**src/rtl/uart_pkg.sv**
```systemverilog
// uart_pkg: shared UART byte width, arbiter state encoding and index-width helper.
package uart_pkg;
   localparam int UART_BYTE_W = 8;
   typedef enum logic [1:0] {ST_IDLE, ST_LOAD, ST_START, ST_DRAIN} state_t;
   function automatic int idx_w(input int n);
      return n > 1 ? $clog2(n) : 1;
   endfunction
endpackage

```
**src/rtl/rr_pick.sv**
```systemverilog
// rr_pick: round-robin pick of the first set req bit after rr_ptr (wrapping).
module rr_pick #(
   parameter int N_REQ = 4,
   parameter int IW    = 2
) (
   input  logic [N_REQ-1:0] req,
   input  logic [IW-1:0]    rr_ptr,
   output logic [IW-1:0]    winner,
   output logic             valid
);
   logic [IW-1:0] idx;
   always_comb begin
      winner = '0;
      idx    = '0;
      valid  = |req;
      // scan from farthest to nearest so the nearest set bit overwrites the rest
      for (int k = N_REQ; k >= 1; k--) begin
         idx = IW'((int'(rr_ptr) + k) % N_REQ);
         winner = req[idx] ? idx : winner;
      end
   end
endmodule

```
**src/rtl/uart_tx_arbiter.sv**
```systemverilog
// uart_tx_arbiter: round-robin sharing of one uart_tx among N_REQ byte requesters,
// with grant hold so multi-byte packets are never interleaved.
module uart_tx_arbiter import uart_pkg::*; #(
   parameter int N_REQ         = 4,
   parameter int START_TIMEOUT = 64
) (
   input  logic                         clk,
   input  logic                         rst,
   input  logic [N_REQ-1:0]             req,
   input  logic [UART_BYTE_W*N_REQ-1:0] req_data,
   input  logic [N_REQ-1:0]             req_hold,
   output logic [N_REQ-1:0]             ack,
   output logic [N_REQ-1:0]             grant,
   output logic                         tx_enable,
   output logic [UART_BYTE_W-1:0]       tx_data,
   input  logic                         tx_busy,
   output logic                         busy,
   output logic                         timeout_err
);
   localparam int IW = idx_w(N_REQ);
   localparam int CW = START_TIMEOUT > 1 ? $clog2(START_TIMEOUT) : 1;
   state_t                 state_q;
   logic [IW-1:0]          owner_q, rr_ptr_q, win;
   logic                   pick_valid, hold_q, tx_enable_q, timeout_q;
   logic [CW-1:0]          cnt_q;
   logic [N_REQ-1:0]       ack_q, grant_q;
   logic [UART_BYTE_W-1:0] tx_data_q;
   logic [UART_BYTE_W-1:0] bytes [N_REQ];
   for (genvar i = 0; i < N_REQ; i++) begin : g_bytes
      assign bytes[i] = req_data[UART_BYTE_W*i +: UART_BYTE_W];
   end
   rr_pick #(.N_REQ(N_REQ), .IW(IW)) u_pick (
      .req    (req),
      .rr_ptr (rr_ptr_q),
      .winner (win),
      .valid  (pick_valid)
   );
   always_ff @(posedge clk or posedge rst) begin
      if (rst) begin
         state_q     <= ST_IDLE;
         owner_q     <= '0;
         rr_ptr_q    <= IW'(N_REQ - 1);
         hold_q      <= 1'b0;
         cnt_q       <= '0;
         ack_q       <= '0;
         grant_q     <= '0;
         tx_data_q   <= '0;
         tx_enable_q <= 1'b0;
         timeout_q   <= 1'b0;
      end else begin
         ack_q     <= '0;
         timeout_q <= 1'b0;
         case (state_q)
            ST_IDLE: if (!tx_busy && pick_valid) begin
               grant_q <= N_REQ'(1) << win;
               owner_q <= win;
               state_q <= ST_LOAD;
            end
            ST_LOAD: begin
               tx_data_q <= bytes[owner_q];
               ack_q     <= N_REQ'(1) << owner_q;
               hold_q    <= req_hold[owner_q];
               cnt_q     <= '0;
               state_q   <= ST_START;
            end
            // first START cycle raises tx_enable; the timeout counts from then on
            ST_START: if (!tx_enable_q) begin
               tx_enable_q <= 1'b1;
            end else if (tx_busy) begin
               tx_enable_q <= 1'b0;
               state_q     <= ST_DRAIN;
            end else if (cnt_q == CW'(START_TIMEOUT - 1)) begin
               timeout_q   <= 1'b1;
               tx_enable_q <= 1'b0;
               grant_q     <= '0;
               rr_ptr_q    <= owner_q;
               state_q     <= ST_IDLE;
            end else begin
               cnt_q <= cnt_q + 1'b1;
            end
            ST_DRAIN: if (!tx_busy) begin
               if (hold_q && req[owner_q]) begin
                  state_q <= ST_LOAD;
               end else if (!hold_q || !req_hold[owner_q]) begin
                  grant_q  <= '0;
                  rr_ptr_q <= owner_q;
                  state_q  <= ST_IDLE;
               end
            end
            default: state_q <= ST_IDLE;
         endcase
      end
   end
   assign ack         = ack_q;
   assign grant       = grant_q;
   assign tx_enable   = tx_enable_q;
   assign tx_data     = tx_data_q;
   assign timeout_err = timeout_q;
   assign busy        = state_q != ST_IDLE;
endmodule

```
**config.mk**
```make
export PLATFORM = sky130hd
export DESIGN_NAME = uart_tx_arbiter
export DESIGN_NICKNAME = d
export VERILOG_FILES = /design/src/rtl/uart_pkg.sv /design/src/rtl/rr_pick.sv /design/src/rtl/uart_tx_arbiter.sv
export SDC_FILE = /design/constraint.sdc
export NUM_CORES = 1
export LEC_CHECK = 0
export CAP_MARGIN = 20
export CORE_ASPECT_RATIO = 0.75
export CORE_UTILIZATION = 41
export DETAILED_ROUTE_END_ITERATION = 6
export GPL_ROUTABILITY_DRIVEN = 1
export PLACE_DENSITY_LB_ADDON = 0.2
export SYNTH_ARGS = -nofsm -noshare
export SYNTH_HDL_FRONTEND = slang
export SYNTH_SLANG_ARGS = --single-unit
```
**constraint.sdc**
```tcl
create_clock -name clk -period 2.1 [get_ports clk]
set_clock_uncertainty 0.1 [all_clocks]
set_input_delay 0.21 -clock clk [delete_from_list [all_inputs] [get_ports clk]]
set_output_delay 0.21 -clock clk [all_outputs]
set_load 0.01 [all_outputs]
```
* Word-level counts from Yosys, hierarchy flattened
Cells that the tools add are included.
** Storage, ports and cells
- Logic and storage cells :: 109
- Bits of input ports :: 43
- Output and inout bits :: 19
- Bits in registers :: 31
** Operators by class
- Order comparisons :: 6
- Eq/ne operators :: 14
- Reductions and logical operators :: 17
- Shifts and indexed selects :: 2
- Multiplexer cells :: 54
- Bitwise operators :: 1
- Add/subtract/negate cells :: 5
** Operators by type and width (number)
- $mux W2 :: 17
- $mux W4 :: 8
- $mux W6 :: 3
- $bmux W8 S2 :: 1
- $mux W8 :: 2
- $ne A2 B2 Y1 const B :: 8
- $lt A2 B3 Y1 const B :: 5
- $mux W1 :: 13
- $bmux W1 S2 :: 6
- $pmux W4 S3 :: 1
- $pmux W6 S2 :: 1
- $pmux W2 S4 :: 1
- $reduce_and A8 Y1 :: 1
- $shl A1 B2 Y4 const A :: 2
- $reduce_and A7 Y1 :: 1
- $add A6 B1 Y6 const B :: 1
- $eq A6 B6 Y1 const B :: 1
- $ne A3 B3 Y1 const B :: 2
- $reduce_bool A2 Y1 :: 3
- $reduce_and A5 Y1 :: 1
- $add A2 B1 Y2 const B :: 2
- $add A2 B2 Y2 const B :: 2
- $eq A2 B2 Y1 const B :: 2
- $pmux W2 S2 :: 1
- 11 further kinds :: 14

* Depth between registers and ports, before layout
- Depth in word-level cells :: 10
- Depth in mapped cells :: 5
- Gate-level depth less buffers :: 5

* By module
Synthesis repeated with hierarchy kept, for this count alone.
** Unflattened totals
- Cell total of the unflattened synthesis :: 180
- Area total of the unflattened synthesis :: 1788.0 um2
** Modules (own cells, without submodules)
- uart_tx_arbiter :: times used 1, sequential area each 778.2 um2, cells an instance 166, area each 1696.6 um2
- rr_pick :: times used 1, sequential area each 0.0 um2, cells an instance 14, area each 91.3 um2

* Worst setup path before layout
Ideal clock, no wire load.
- Path type :: flip-flop to flip-flop
- Start :: register owner_q[0]
- End :: register rr_ptr_q[0]
- Data required time :: 1918 ps
- Clock period less this slack :: 1991 ps
- Path slack :: 109 ps
- Data arrival time :: 1809 ps
- Path buffers :: 1
- Library setup time :: 82 ps
- Cell stages (with the launch flop) :: 6
- Cell sequence :: dfrtp_1 -> buf_6 -> mux4_2 -> o211a_4 -> nor4b_4 -> mux2_2
** On the way
- Longest elaborated chain between the ends :: 6
- Elaborated cells between the ends (all ways) :: 17
- Those cells by class :: 2 x eq/ne; 11 x mux; 4 x reduce/logical
** RTL lines
- start, declared :: RTL line uart_tx_arbiter.sv:23 : logic [IW-1:0] owner_q, rr_ptr_q, win;
- start signal, assigned :: RTL line uart_tx_arbiter.sv:56 : owner_q <= win;
- $bmux W1 S2 :: RTL line uart_tx_arbiter.sv:84 : end else if (!hold_q || !req_hold[owner_q]) begin
- $mux W1 (not written as such) :: RTL line uart_tx_arbiter.sv:84
- $logic_not A1 Y1 :: RTL line uart_tx_arbiter.sv:84
- $logic_or A1 B1 Y1 :: RTL line uart_tx_arbiter.sv:84
- $ne A2 B2 Y1 (no line)
- $reduce_and A7 Y1 (no line)
- end signal, assigned :: RTL line uart_tx_arbiter.sv:42 : rr_ptr_q <= IW'(N_REQ - 1);
- end signal, assigned :: RTL line uart_tx_arbiter.sv:76 : rr_ptr_q <= owner_q;
- end signal, assigned :: RTL line uart_tx_arbiter.sv:86 : rr_ptr_q <= owner_q;
- end, declared :: RTL line uart_tx_arbiter.sv:23
Parallel ways exist; a longest one is shown, timed or not. The select of a mux whose other input is x is not followed.
A chain may end at the register's enable or synchronous reset.

* Worst setup path after layout
- Start :: register owner_q[0]
- End :: register rr_ptr_q[1]
** On the way
- Longest elaborated chain between the ends :: 6
- Elaborated cells between the ends (all ways) :: 10
- Those cells by class :: 2 x eq/ne; 4 x mux; 4 x reduce/logical
** RTL lines (RTL line)
- $bmux W1 S2 :: uart_tx_arbiter.sv:84
- $mux W1 (not written as such) :: uart_tx_arbiter.sv:84
- $logic_not A1 Y1 :: uart_tx_arbiter.sv:84
- $logic_or A1 B1 Y1 :: uart_tx_arbiter.sv:84
- $ne A2 B2 Y1 (no line)
- $reduce_and A7 Y1 (no line) (*)
Every way passes the cells marked *; elsewhere a longest branch is shown, timed or not. The select of a mux whose other input is x is not followed.

==> reports/summary.md <==
The count of nets left with antenna violations once routing finished came out at 0. In the synthesized netlist the async set-or-reset flop fraction comes to 100%. CTS built an H-tree with a depth of 2. The delay contributed by the slowest stage of the critical path is 0.57 ns, and the final number of hold-violating endpoints is 0. The tools report the synthesized netlist cell count as 165. The cell area after synthesis was 1770 µm².

The launching instance or port of the critical path is owner_q[0]. The tools report the floorplan die area as 4580 µm². For this run, the leading register cell type out of synthesis is dfrtp_1. The number of buffers added by the clock tree synthesis step came out at 5. The worst path buffer plus inverter count is 0.

The core region is 4100 µm². The kind of end point of the critical path was a flop. The tools report the share of the core filled with cells in the final layout as 64.3%. From synthesis to final layout, the design area changed by 49.3%.

Summed over all failing endpoints, the final setup total negative slack is 0 ns. The run gives 3120 µW as the total chip power. Traced cell by cell, the critical path runs through mux4_2, o211a_4, nor4b_4, mux2_2. Across all layers, the routed design uses 1632 vias. TritonCTS built the clock tree.

The run gives 20 as the number of placement rows. Once the floorplan was initialized, standard cells occupied 43.1% of the core. The final layout contains 288 nets. Setup repair after global routing could not meet its margin everywhere. The die is 58.9 µm tall. In this run the mean area of a mapped cell was 10.7 µm². Data required time at the worst endpoint: 2.21 ns. The tree built by TritonCTS fans out to 31 sinks. The average wire per cell in the routed design is 15.9 µm.

Power spread over the standard cell area amounts to 1180 nW/µm². The detailed-route wire length is 4.76 mm. The synthesized design contains 0 enable-type register cells. From left edge to right edge, the die measures 77.8 µm. The clock-pin slew of the registers on the worst-case setup and hold paths was 0.06 ns. The filler cells instantiated in the layout total 355. The longest clock path from root to sink contains 2 buffers. Input and output buffers added on the ports amount to 61.

VDD sags by at most 0.620 mV. The net count of the mapped netlist was 209. Measured against its own limit, the worst slew margin works out to 71.7%.

Of the post-synthesis cell area, the dominant cell type holds 41.0%. Before antenna repair, the detailed router went through 4 iterations. The number of antenna cells inserted is 0, and the share of the clock period used by the worst path is 98.4%.

The maximum frequency from static timing analysis is 0.484 GHz. The final number of max-transition violations is 0. The category of the most critical setup path was reg -> reg. 62 I/O pins were placed. The initial antenna violation count came out at 0.

Clock latency on the worst-skew pair, taken at its later pin, is 0.28 ns. The first global-routing pass estimated 7.90 mm of wire. The static leakage was 0.00114 µW. For the sum of net half-perimeters after detailed placement, the log shows 3.66 mm. The hold buffer count at cts is 0, and the slew at the pin with the worst max-slew slack is 0.420 ns. The total overflow left after global routing is 0. Across every metal layer, demand over resource in global routing totals 22.9%. Leading cell type by number of instances after synthesis: nand2_1. The average via count per standard cell is 5.44. Data on the critical path arrives at its endpoint at 2.17 ns. The type of the tightest min-delay check was in -> async. The commonest cells after synthesis are 37 x nand2_1, 29 x dfrtp_1, 7 x nor2_1, 7 x o21ai_0, 6 x mux4_2. The via count of the first global-routing pass was 1610.

The run gives 0.802 as the final RePlAce weighted congestion. Root buffer cell: clkbuf_8. During synthesis, Yosys emitted a total of 0 warnings.

The worst register-to-register path begins at owner_q[0]. The run finished with clean final reports. After synthesis the netlist holds a flip-flop and latch count of 31.

Cell accounting for the most synthesized area: dfrtp_1. In the routed design, unresolved DRC markers number 0. Setup violations remaining at the end of the flow were counted as 0. After synthesis, the cell types taking the most area are dfrtp_1 41%, nand2_1 7.9%, mux4_2 7.6%. The number of unique standard cell types used by synthesis was 45; the DRC violation total after the first TritonRoute iteration was 128.

The cell family contributing the most delay on the critical path is multiplexers. In this run the worst path has a maximum fanout of 5. After layout, the minimum clock period comes to 2.07 ns. The largest individual stage delay along the critical path comes from the cell mux4_2. The critical path startpoint category was a flop. The layout cell share with drive strength beyond 1 came out at 18.8%. Across the run, the number of max-cap violations was 0. For the post-synthesis sequential area ratio, the log shows 44.0%.

The tools report the pin count of the biggest net entering global routing as 32.
## final timing paths
| kind | to | slack, ns | cells after the start |
|---|---|---|---|
| worst max-delay path | rr_ptr_q[1] | 0.03 | 4 |
| worst min-delay path | timeout_err | 0.22 | 3 |
| worst max register to register | rr_ptr_q[1] | 0.03 | 4 |
| worst min register to register | tx_data[5] | 0.37 | 2 |
| max in group asynchronous | rr_ptr_q[1] | 1.36 | 3 |
| min in group clk | tx_data[5] | 0.37 | 2 |
## per-layer routing
layer  GRT usage [%]  vias to the layer above  wire, µm
li1                -                      758         -
met1            29.4                      808      2030
met2            38.6                       57      2360
met3            6.36                        9       315
met4            6.47                        0        53
met5               0                        -         0
## kinds of logic after synthesis
family                     Yosys count  synth area share (%)
muxes                               16                  17.2
AOI/OAI and AO/OA                   29                  11.4
xor gates and xnor gates             2                 0.991
adders and majority gates            1                 0.708
and+or+nand+nor                     72                  20.7
buffers and inverters               14                  4.95
DFF                                 31                  44.0
## flip-flops by register name, indices dropped and copies added, names as in the netlist
register,flops
tx_data,8
cnt_q,6
ack,4
grant,4
owner_q,2
rr_ptr_q,2
state_q,2
hold_q,1
timeout_err,1
tx_enable,1
## worst min-delay path, stage by stage
cell             delay (ns)
clkdlybuf4s50_1        0.40
inv_1                  0.06
buf_4                  0.35
## repair_timing
| action | CTS | global route |
|---|---|---|
| gates resized for setup | 2 | 0 |
| setup buffers | 2 | 1 |
| endpoints found under the setup margin | 6 | 2 |
| pin swaps | 0 | 0 |
## through the flow
| step | std cells | instance area, µm² | setup WS, ns | hold slack [ns] |
|---|---|---|---|---|
| 2_1_floorplan | 165 | 1770 | 0.109 | 0.212 |
| 3_3_place_gp | 289 | 2510 | -0.124 | 0.359 |
| 3_5_place_dp | 289 | 2510 | -0.222 | 0.362 |
| 4_1_cts | 299 | 2630 | 0.00781 | 0.239 |
| 5_1_grt | 300 | 2640 | -0.0231 | 0.252 |
| 6_report | 300 | 2640 | 0.0335 | 0.218 |
## layout make-up
type	count	area, µm²	share of cell area [%]
multi-input cells	120	907	34.4
flip-flops and latches	31	779	29.5
repair buffers	81	761	28.8
clock buffers	7	96.3	3.65
well taps	55	68.8	2.61
inverters	5	18.8	0.711
clock inverters	1	7.51	0.284
## placed cells by master, fill, tap and decap left out, drive strengths merged, types with 2 or more instances in the layout
cell type,count
nor2,7
buf,20
mux2,3
nor2b,3
dfrtp,29
clkdlybuf4s50,61
and3b,2
xnor2,2
clkbuf,7
inv,5
a21boi,3
dfstp,2
o22ai,4
mux4,10
nand2,37
a21oi,3
o21a,2
nand2b,4
or2,3
a31oi,2
mux2i,3
o21ai,7
nand3,5
## power by group
group	internal, µW	switching (µW)	leakage, µW
clock	298	218	0.0000505
sequential	829	202	0.000395
combinational	878	692	0.000699
(Power assumes the default switching activity.)
